<file path="src/rtl/bit_serial_adder_seq.sv">
// Bit-serial adder sequencer around a single full-adder cell.
// Feeds operand bits LSB-first, waits a settle window, captures sum and carry.
module bit_serial_adder_seq #(
  parameter int W          = 8,
  parameter int SETTLE_CYC = 2
) (
  input  logic         clk,
  input  logic         rst_n,
  input  logic         start,
  input  logic [W-1:0] op_a,
  input  logic [W-1:0] op_b,
  input  logic         cin_init,
  input  logic         fa_sum,
  input  logic         fa_cout,
  output logic         fa_a,
  output logic         fa_b,
  output logic         fa_cin,
  output logic         busy,
  output logic         done,
  output logic [W-1:0] result,
  output logic         cout
);

  localparam int IW = (W > 1) ? $clog2(W) : 1;
  localparam int CW = (SETTLE_CYC > 1) ? $clog2(SETTLE_CYC) : 1;

  typedef enum logic [1:0] {
    S_IDLE,
    S_SETTLE,
    S_CAPT,
    S_DONE
  } state_e;

  state_e         state_q, state_d;
  logic [W-1:0]   a_q, a_d;
  logic [W-1:0]   b_q, b_d;
  logic           carry_q, carry_d;
  logic [IW-1:0]  idx_q, idx_d;
  logic [CW-1:0]  cnt_q, cnt_d;
  logic [W-1:0]   res_q, res_d;
  logic           cout_q, cout_d;
  logic           fa_a_q, fa_a_d;
  logic           fa_b_q, fa_b_d;
  logic           fa_cin_q, fa_cin_d;
  logic           drive;

  always_ff @(posedge clk or negedge rst_n) begin
    if (!rst_n) begin
      state_q <= S_IDLE;
    end else begin
      state_q <= state_d;
    end
  end

  always_comb begin
    state_d = state_q;
    unique case (state_q)
      S_IDLE:   if (start) state_d = S_SETTLE;
      S_SETTLE: if (cnt_q == '0) state_d = S_CAPT;
      S_CAPT: begin
        if (idx_q == IW'(W-1)) state_d = S_DONE;
        else                   state_d = S_SETTLE;
      end
      S_DONE:   state_d = S_IDLE;
      default:  state_d = S_IDLE;
    endcase
  end

  always_comb begin
    busy = 1'b0;
    done = 1'b0;
    unique case (state_q)
      S_IDLE:   busy = 1'b0;
      S_SETTLE: busy = 1'b1;
      S_CAPT:   busy = 1'b1;
      S_DONE: begin
        busy = 1'b1;
        done = 1'b1;
      end
      default:  busy = 1'b0;
    endcase
  end

  always_comb begin
    a_d     = a_q;
    b_d     = b_q;
    carry_d = carry_q;
    idx_d   = idx_q;
    cnt_d   = cnt_q;
    res_d   = res_q;
    cout_d  = cout_q;
    unique case (state_q)
      S_IDLE: begin
        if (start) begin
          a_d     = op_a;
          b_d     = op_b;
          carry_d = cin_init;
          idx_d   = '0;
          cnt_d   = CW'(SETTLE_CYC-1);
          res_d   = '0;
          cout_d  = 1'b0;
        end
      end
      S_SETTLE: begin
        if (cnt_q != '0) cnt_d = cnt_q - 1'b1;
      end
      S_CAPT: begin
        res_d[idx_q] = fa_sum;
        carry_d      = fa_cout;
        if (idx_q == IW'(W-1)) begin
          cout_d = fa_cout;
        end else begin
          idx_d = idx_q + 1'b1;
          cnt_d = CW'(SETTLE_CYC-1);
        end
      end
      S_DONE:  cnt_d = cnt_q;
      default: cnt_d = cnt_q;
    endcase
  end

  // Cell drive is computed from next-state values so the flops line up
  // with the state they belong to and never glitch.
  always_comb begin
    drive    = (state_d == S_SETTLE) || (state_d == S_CAPT);
    fa_a_d   = drive & a_d[idx_d];
    fa_b_d   = drive & b_d[idx_d];
    fa_cin_d = drive & carry_d;
  end

  always_ff @(posedge clk or negedge rst_n) begin
    if (!rst_n) begin
      a_q      <= '0;
      b_q      <= '0;
      carry_q  <= 1'b0;
      idx_q    <= '0;
      cnt_q    <= '0;
      res_q    <= '0;
      cout_q   <= 1'b0;
      fa_a_q   <= 1'b0;
      fa_b_q   <= 1'b0;
      fa_cin_q <= 1'b0;
    end else begin
      a_q      <= a_d;
      b_q      <= b_d;
      carry_q  <= carry_d;
      idx_q    <= idx_d;
      cnt_q    <= cnt_d;
      res_q    <= res_d;
      cout_q   <= cout_d;
      fa_a_q   <= fa_a_d;
      fa_b_q   <= fa_b_d;
      fa_cin_q <= fa_cin_d;
    end
  end

  assign fa_a   = fa_a_q;
  assign fa_b   = fa_b_q;
  assign fa_cin = fa_cin_q;
  assign result = res_q;
  assign cout   = cout_q;

endmodule

</file>
<file path="config.mk">
export PLATFORM = sky130hd
export DESIGN_NAME = bit_serial_adder_seq
export DESIGN_NICKNAME = d
export VERILOG_FILES = /design/src/rtl/bit_serial_adder_seq.sv
export SDC_FILE = /design/constraint.sdc
export NUM_CORES = 1
export LEC_CHECK = 0
export CORE_ASPECT_RATIO = 0.75
export CORE_UTILIZATION = 45
export CTS_CLUSTER_SIZE = 40
export DETAILED_ROUTE_END_ITERATION = 16
export GPL_TIMING_DRIVEN = 0
export MAX_ROUTING_LAYER = met4
export PLACE_DENSITY = 0.75
export REMOVE_ABC_BUFFERS = 1
export SKIP_CTS_REPAIR_TIMING = 1
export SYNTH_ARGS = -nofsm -noshare
export SYNTH_HDL_FRONTEND = slang
export SYNTH_SLANG_ARGS = --single-unit
export TNS_END_PERCENT = 10
</file>
<file path="constraint.sdc">
create_clock -name clk -period 2.3 [get_ports clk]
set_input_delay 0.46 -clock clk [delete_from_list [all_inputs] [get_ports clk]]
set_output_delay 0.46 -clock clk [all_outputs]
set_load 0.05 [all_outputs]
</file>
---- After elaboration in Yosys (flattened, before gate mapping) ----
Cells that the tools add are included.
storage, ports and cells
  register bits after elaboration ......... 35
  word-level logic and storage cells ...... 68
operators by class
  add/sub/neg operators ................... 2
  bitwise operators ....................... 4
  mux-type cells .......................... 31
  $lt $le $gt $ge ......................... 3
  equal/unequal tests ..................... 9
  reduce and logical (&&, ||, !) cells .... 8
operators by type and width
  kind                                                                                  number
  8-bit 2-to-1 mux                                                                      5
  8-bit case mux with 2 select lines                                                    1
  1-bit 2-to-1 mux                                                                      10
  8-bit bitwise mux                                                                     1
  3-bit by 4-bit less-than comparator with 1-bit output (second input constant)         2
  2-bit case mux with 4 select lines                                                    1
  1-bit binary-select mux with 3-bit select                                             2
  2-bit equality test (second input constant)                                           3
  2-bit 2-to-1 mux                                                                      3
  3-bit 2-to-1 mux                                                                      2
  2-bit inequality test (second input constant)                                         3
  1-bit case mux with 2 select lines                                                    3
  3-bit case mux with 2 select lines                                                    1
  3-bit AND reduction                                                                   2
  2-bit by 1-bit equality test with 1-bit output (second input constant)                2
  3-bit by 1-bit adder with 3-bit output (second input constant)                        1
  1-bit AND                                                                             3
  1-bit demux with 3-bit select                                                         1
  3-bit equality test (second input constant)                                           1
  3-bit by 1-bit greater-or-equal comparator with 1-bit output (second input constant)  1
  1-bit case mux with 3 select lines                                                    1
  3-bit OR reduction                                                                    1
  2-bit zero test                                                                       1
  2-bit AND reduction                                                                   1
  other kinds (5)                                                                       5

---- Longest topological paths before layout ----
  depth after elaboration ................. 6
  gate-level depth with buffers ........... 8

---- Least setup slack after synthesis ----
No wires, ideal clock.
  path kind ............................... reg-to-reg
  start ................................... register idx_q[0]
  end ..................................... register fa_b_q, in the netlist fa_b
  required time ........................... 2.176 ns
  arrival time ............................ 2.058 ns
  cell stages (with the launch flop) ...... 8
  path slack .............................. 0.118 ns
  period minus slack after synthesis ...... 2.182 ns
  cell sequence ........................... dfrtp_1 > ha_1 > a211oi_1 > o21ai_2 > nand2_2 > mux2_2 > a22o_1 > o31a_1
between the ends
  cells in the longest elaborated chain, start to end .. 6
ends and longest elaborated chain
  element                                                                               RTL line  RTL
  start, declared                                                                       38        logic [IW-1:0] idx_q, idx_d;
  start signal, assigned                                                                147       idx_q <= idx_d;
  3-bit by 1-bit adder with 3-bit output / 3-bit equality test (equally long branches)  113, 110
  3-bit 2-to-1 mux                                                                      110       if (idx_q == IW'(W-1)) begin
  3-bit case mux with 2 select lines (*)                                                92        unique case (state_q)
  named net idx_d[0]                                                                    38
  1-bit binary-select mux with 3-bit select (*)                                         127       fa_b_d = drive & b_d[idx_d];
  1-bit 2-to-1 mux (implied by the code) (*)                                            127
  1-bit AND (*)                                                                         127
  named net fa_b_d                                                                      43        logic fa_b_q, fa_b_d;
  end signal, assigned                                                                  141       fa_b_q <= 1'b0;
  end signal, assigned                                                                  152       fa_b_q <= fa_b_d;
  end, declared                                                                         43
Mark *: on every way through the listed nets, which the timed path passes. The rest lies on a longest branch. The select of a mux whose other input is x is not followed.
A chain may end at the register's enable or synchronous reset.

---- Worst setup path in the final report ----
  start ................................... register state_q[0]
  end ..................................... register fa_b_q, in the netlist fa_b
between the ends
  cells in the longest elaborated chain, start to end .. 5
ends and longest elaborated chain
  element                                    RTL line  RTL
  start, declared                            34        state_e state_q, state_d;
  start signal, assigned                     51        state_q <= state_d;
  2-bit zero test                            92
  8-bit 2-to-1 mux                           92
  named net b_d[5]                           36        logic [W-1:0] b_q, b_d;
  1-bit binary-select mux with 3-bit select  127
  1-bit 2-to-1 mux (implied by the code)     127
  1-bit AND                                  127
  named net fa_b_d                           43
The timed path passes the listed nets, and every way through them passes these cells. The select of a mux whose other input is x is not followed.

==> results.py <==
metrics = {
    "status": {
        "status": "complete, no violations",
    },
    "layout": {
        "finalNetCount": 217,
        "utilization_pct": 65.5,
        "num-fill-cells": 267,
        "layout-drive-gt1-share_pct": 24.7,
        "multiInputGateArea_um2": 785,
        "antenna_cells": 0,
        "final_cells": 244,
        "synthToLayoutAreaGrowth_pct": 33.0,
        "register_area_um2": 881,
    },
    "global_routing": {
        "use_met2_pct": 30.4,
        "overflow": 0,
        "grt_most_used_layer": "met2",
        "grtUsageTotal_pct": 20.2,
        "grt_pass1_vias": 1209,
        "grt.met3_usage_pct": 7.25,
        "grt_pass1_wl_mm": 5.58,
        "antenna_found_initial": 0,
        "grt_max_degree": 36,
        "use_met1_pct": 26.1,
    },
    "synth": {
        "ys_types": 38,
        "yosysTopAreaCell": "dfrtp_1",
        "synth_compound_area_share_pct": 12.3,
        "synth-edff-count": 0,
        "synthAdderAreaFrac_pct": 0.737,
        "synthSimpleGateAreaFrac_pct": 16.6,
        "synth_top_area_share_pct": 51.6,
        "synth-seq-area-share_pct": 51.6,
        "synth_area_per_cell_um2": 11.2,
        "synth_xor_area_share_pct": 0,
        "syn_area_um2": 1700,
        "synth_warnings": 0,
        "synthesis.instances": 151,
        "synth_common_cells": "dfrtp_1, mux2_2, nand2_1",
        "yosys-top-cells-area": "dfrtp_1, mux2_2, nand3b_1",
        "async_reset_ff_share_pct": 100,
        "synth_most_common_cell": "dfrtp_1",
        "ys_ff_latch": 35,
        "synthMuxAreaShare_pct": 15.3,
        "yosys_most_used_dff": "dfrtp_1",
        "synth_top_family_by_area": "simple AND/OR/NAND/NOR gates",
    },
    "die": {
        "rows": 18,
        "coreArea_um2": 3450,
        "io_pins": 36,
        "start_util_pct": 49.3,
        "die_w_um": 72.9,
        "fp.dieH_um": 55.2,
        "die-area_um2": 4030,
    },
    "timing": {
        "timing.hold.ws_ns": 0.240,
        "finClkSkew_ns": 0.00629,
        "period_share_pct": 99.2,
        "period_needed_ns": 2.28,
        "final-setup-viol-count": 0,
        "rsz0062_at_grt": "yes",
        "slew_headroom_pct": 49.3,
        "hold_viol_final": 0,
        "max_freq_mhz": 438,
        "worstMarginPinSlew_ns": 0.761,
        "slew_violations": 0,
    },
    "detailed_routing": {
        "wl_per_cell_um": 14.5,
        "detailedRoute.firstPassIterationCount": 4,
        "routed_wl_mm": 3.54,
        "drc_errors": 0,
        "vias": 1276,
        "initialDrtViolationCount": 74,
        "drt-vias-per-instance": 5.23,
        "ant_nets": 0,
    },
    "worst_setup_path": {
        "max_stage_delay_ns": 0.50,
        "crit_fanout": 14,
        "start_kind": "flip-flop",
        "endpoint": "fa_b$_DFF_PN0_",
        "crit_top_cell": "mux2_2",
        "cp_data_arrival_time_ns": 2.45,
        "r2r_start": "state_q[0]$_DFF_PN0_",
        "reg2reg_to": "fa_b$_DFF_PN0_",
        "endpoint_kind": "flip-flop",
        "cpMaxStageDelayCell": "dfrtp_2",
        "path_cells": "nand2b_4, nor2_4, mux2_2, mux2_2, a22o_1, o31a_1",
        "required_ns": 2.47,
        "cp-startpoint": "state_q[0]$_DFF_PN0_",
        "critPathKind": "reg2reg",
        "rrSetupSlack_ns": 0.02,
        "reg2reg_depth": 6,
    },
    "pwr": {
        "peakVddDrop_v": 0.000704,
        "p_leak_nw": 0.987,
        "p_total_mw": 2.97,
        "p_per_area_nw_per_um2": 1310,
    },
    "place": {
        "gp_congestion": 0.825,
        "port-buffer-count": 35,
        "placed_cells": 229,
        "dpl.hpwl_mm": 2.33,
    },
    "clock_network": {
        "clock_path_buffers": 2,
        "clk_pin_slew_worst_paths_ns": 0.07,
        "numCtsBuffers": 5,
        "clock_latency_ns": 0.29,
        "cts.htree.levels": 2,
        "cts_tree": "yes",
        "clkSinkCount": 35,
        "cts-root-buf": "clkbuf_8",
    },
    "job": {
        "max_cap_violations": 0,
    },
    "min_path": {
        "hold_path.class": "in2async",
    },
}
metrics by stage:
stage / cell area [um^2] / setup WS, ns / setup TNS (ns)
after floorplan: 1660 / 0.0654 / 0
after global placement: 2070 / -0.640 / -1.18
after detailed placement: 2070 / -0.706 / -1.29
after CTS: 2170 / -0.409 / -0.998
after global routing: 2260 / -0.0484 / -0.0928
final: 2260 / 0.0181 / 0
placed cells by master (no fill, tap or decap), types with 5 or more instances in the layout:
master and n:
a22o_1 5, buf_4 6, clkbuf_8 5, clkdlybuf4s50_1 31
dfrtp_1 31, inv_1 5, mux2_2 20, nand2_1 11
nand3b_1 8, nor2_1 7, o21ai_0 11
flip-flops by register name (all words and copies together), names as in the netlist:
signal,flops
fa_b,1
result,8
idx_q,3
fa_a,1
state_q,2
fa_cin,1
a_q,8
b_q,8
cout,1
carry_q,1
cnt_q,1
layer usage:
metal	share of wire, %	vias up
met4	0.90	0
met1	49	604
met5	0	-
met3	6.3	5
li1	-	624
met2	43	43
critical path: cells and delay by family, from the launching register on:
family,cells,cell delay (ns)
multiplexers,2,0.65
AO/OA/AOI/OAI,2,0.53
flip-flops,1,0.50
AND/OR/NAND/NOR,2,0.48
cell families after synthesis:
group	after synthesis
buffers and inverters	12
multiplexers	23
AND/OR/NAND/NOR	49
adder cells (fa/ha/maj)	1
AO/OA/AOI/OAI	31
flip-flops	35
area by class of cell:
cell class                 instances  area share [%]
inverter                           5           0.831
clock buffer                       6            3.21
clock inverter                     1            1.33
multi-input combinational        105            34.7
timing repair buffer              42            18.1
tap                               50            2.77
sequential                        35            39.0
how the worst min path moves through the flow:
stage	startpoint	end	slack (ns)	depth (start not counted)
global placement	b_q[6]$_DFF_PN0_	b_q[6]$_DFF_PN0_	0.48	1
floorplan	rst_n	a_q[0]$_DFF_PN0_	0.16	0
detailed placement	b_q[6]$_DFF_PN0_	b_q[6]$_DFF_PN0_	0.48	1
global route	rst_n	result[2]$_DFFE_PN0P_	0.30	1
CTS	rst_n	result[2]$_DFFE_PN0P_	0.27	1
finish	rst_n	result[6]$_DFFE_PN0P_	0.24	1
power breakdown:
part / switching (mW) / internal [mW] / leakage (nW)
clock: 0.205 / 0.317 / 0.0513
sequential: 0.200 / 0.865 / 0.433
combinational: 0.711 / 0.671 / 0.502
Power figures use the tool's default switching activity.
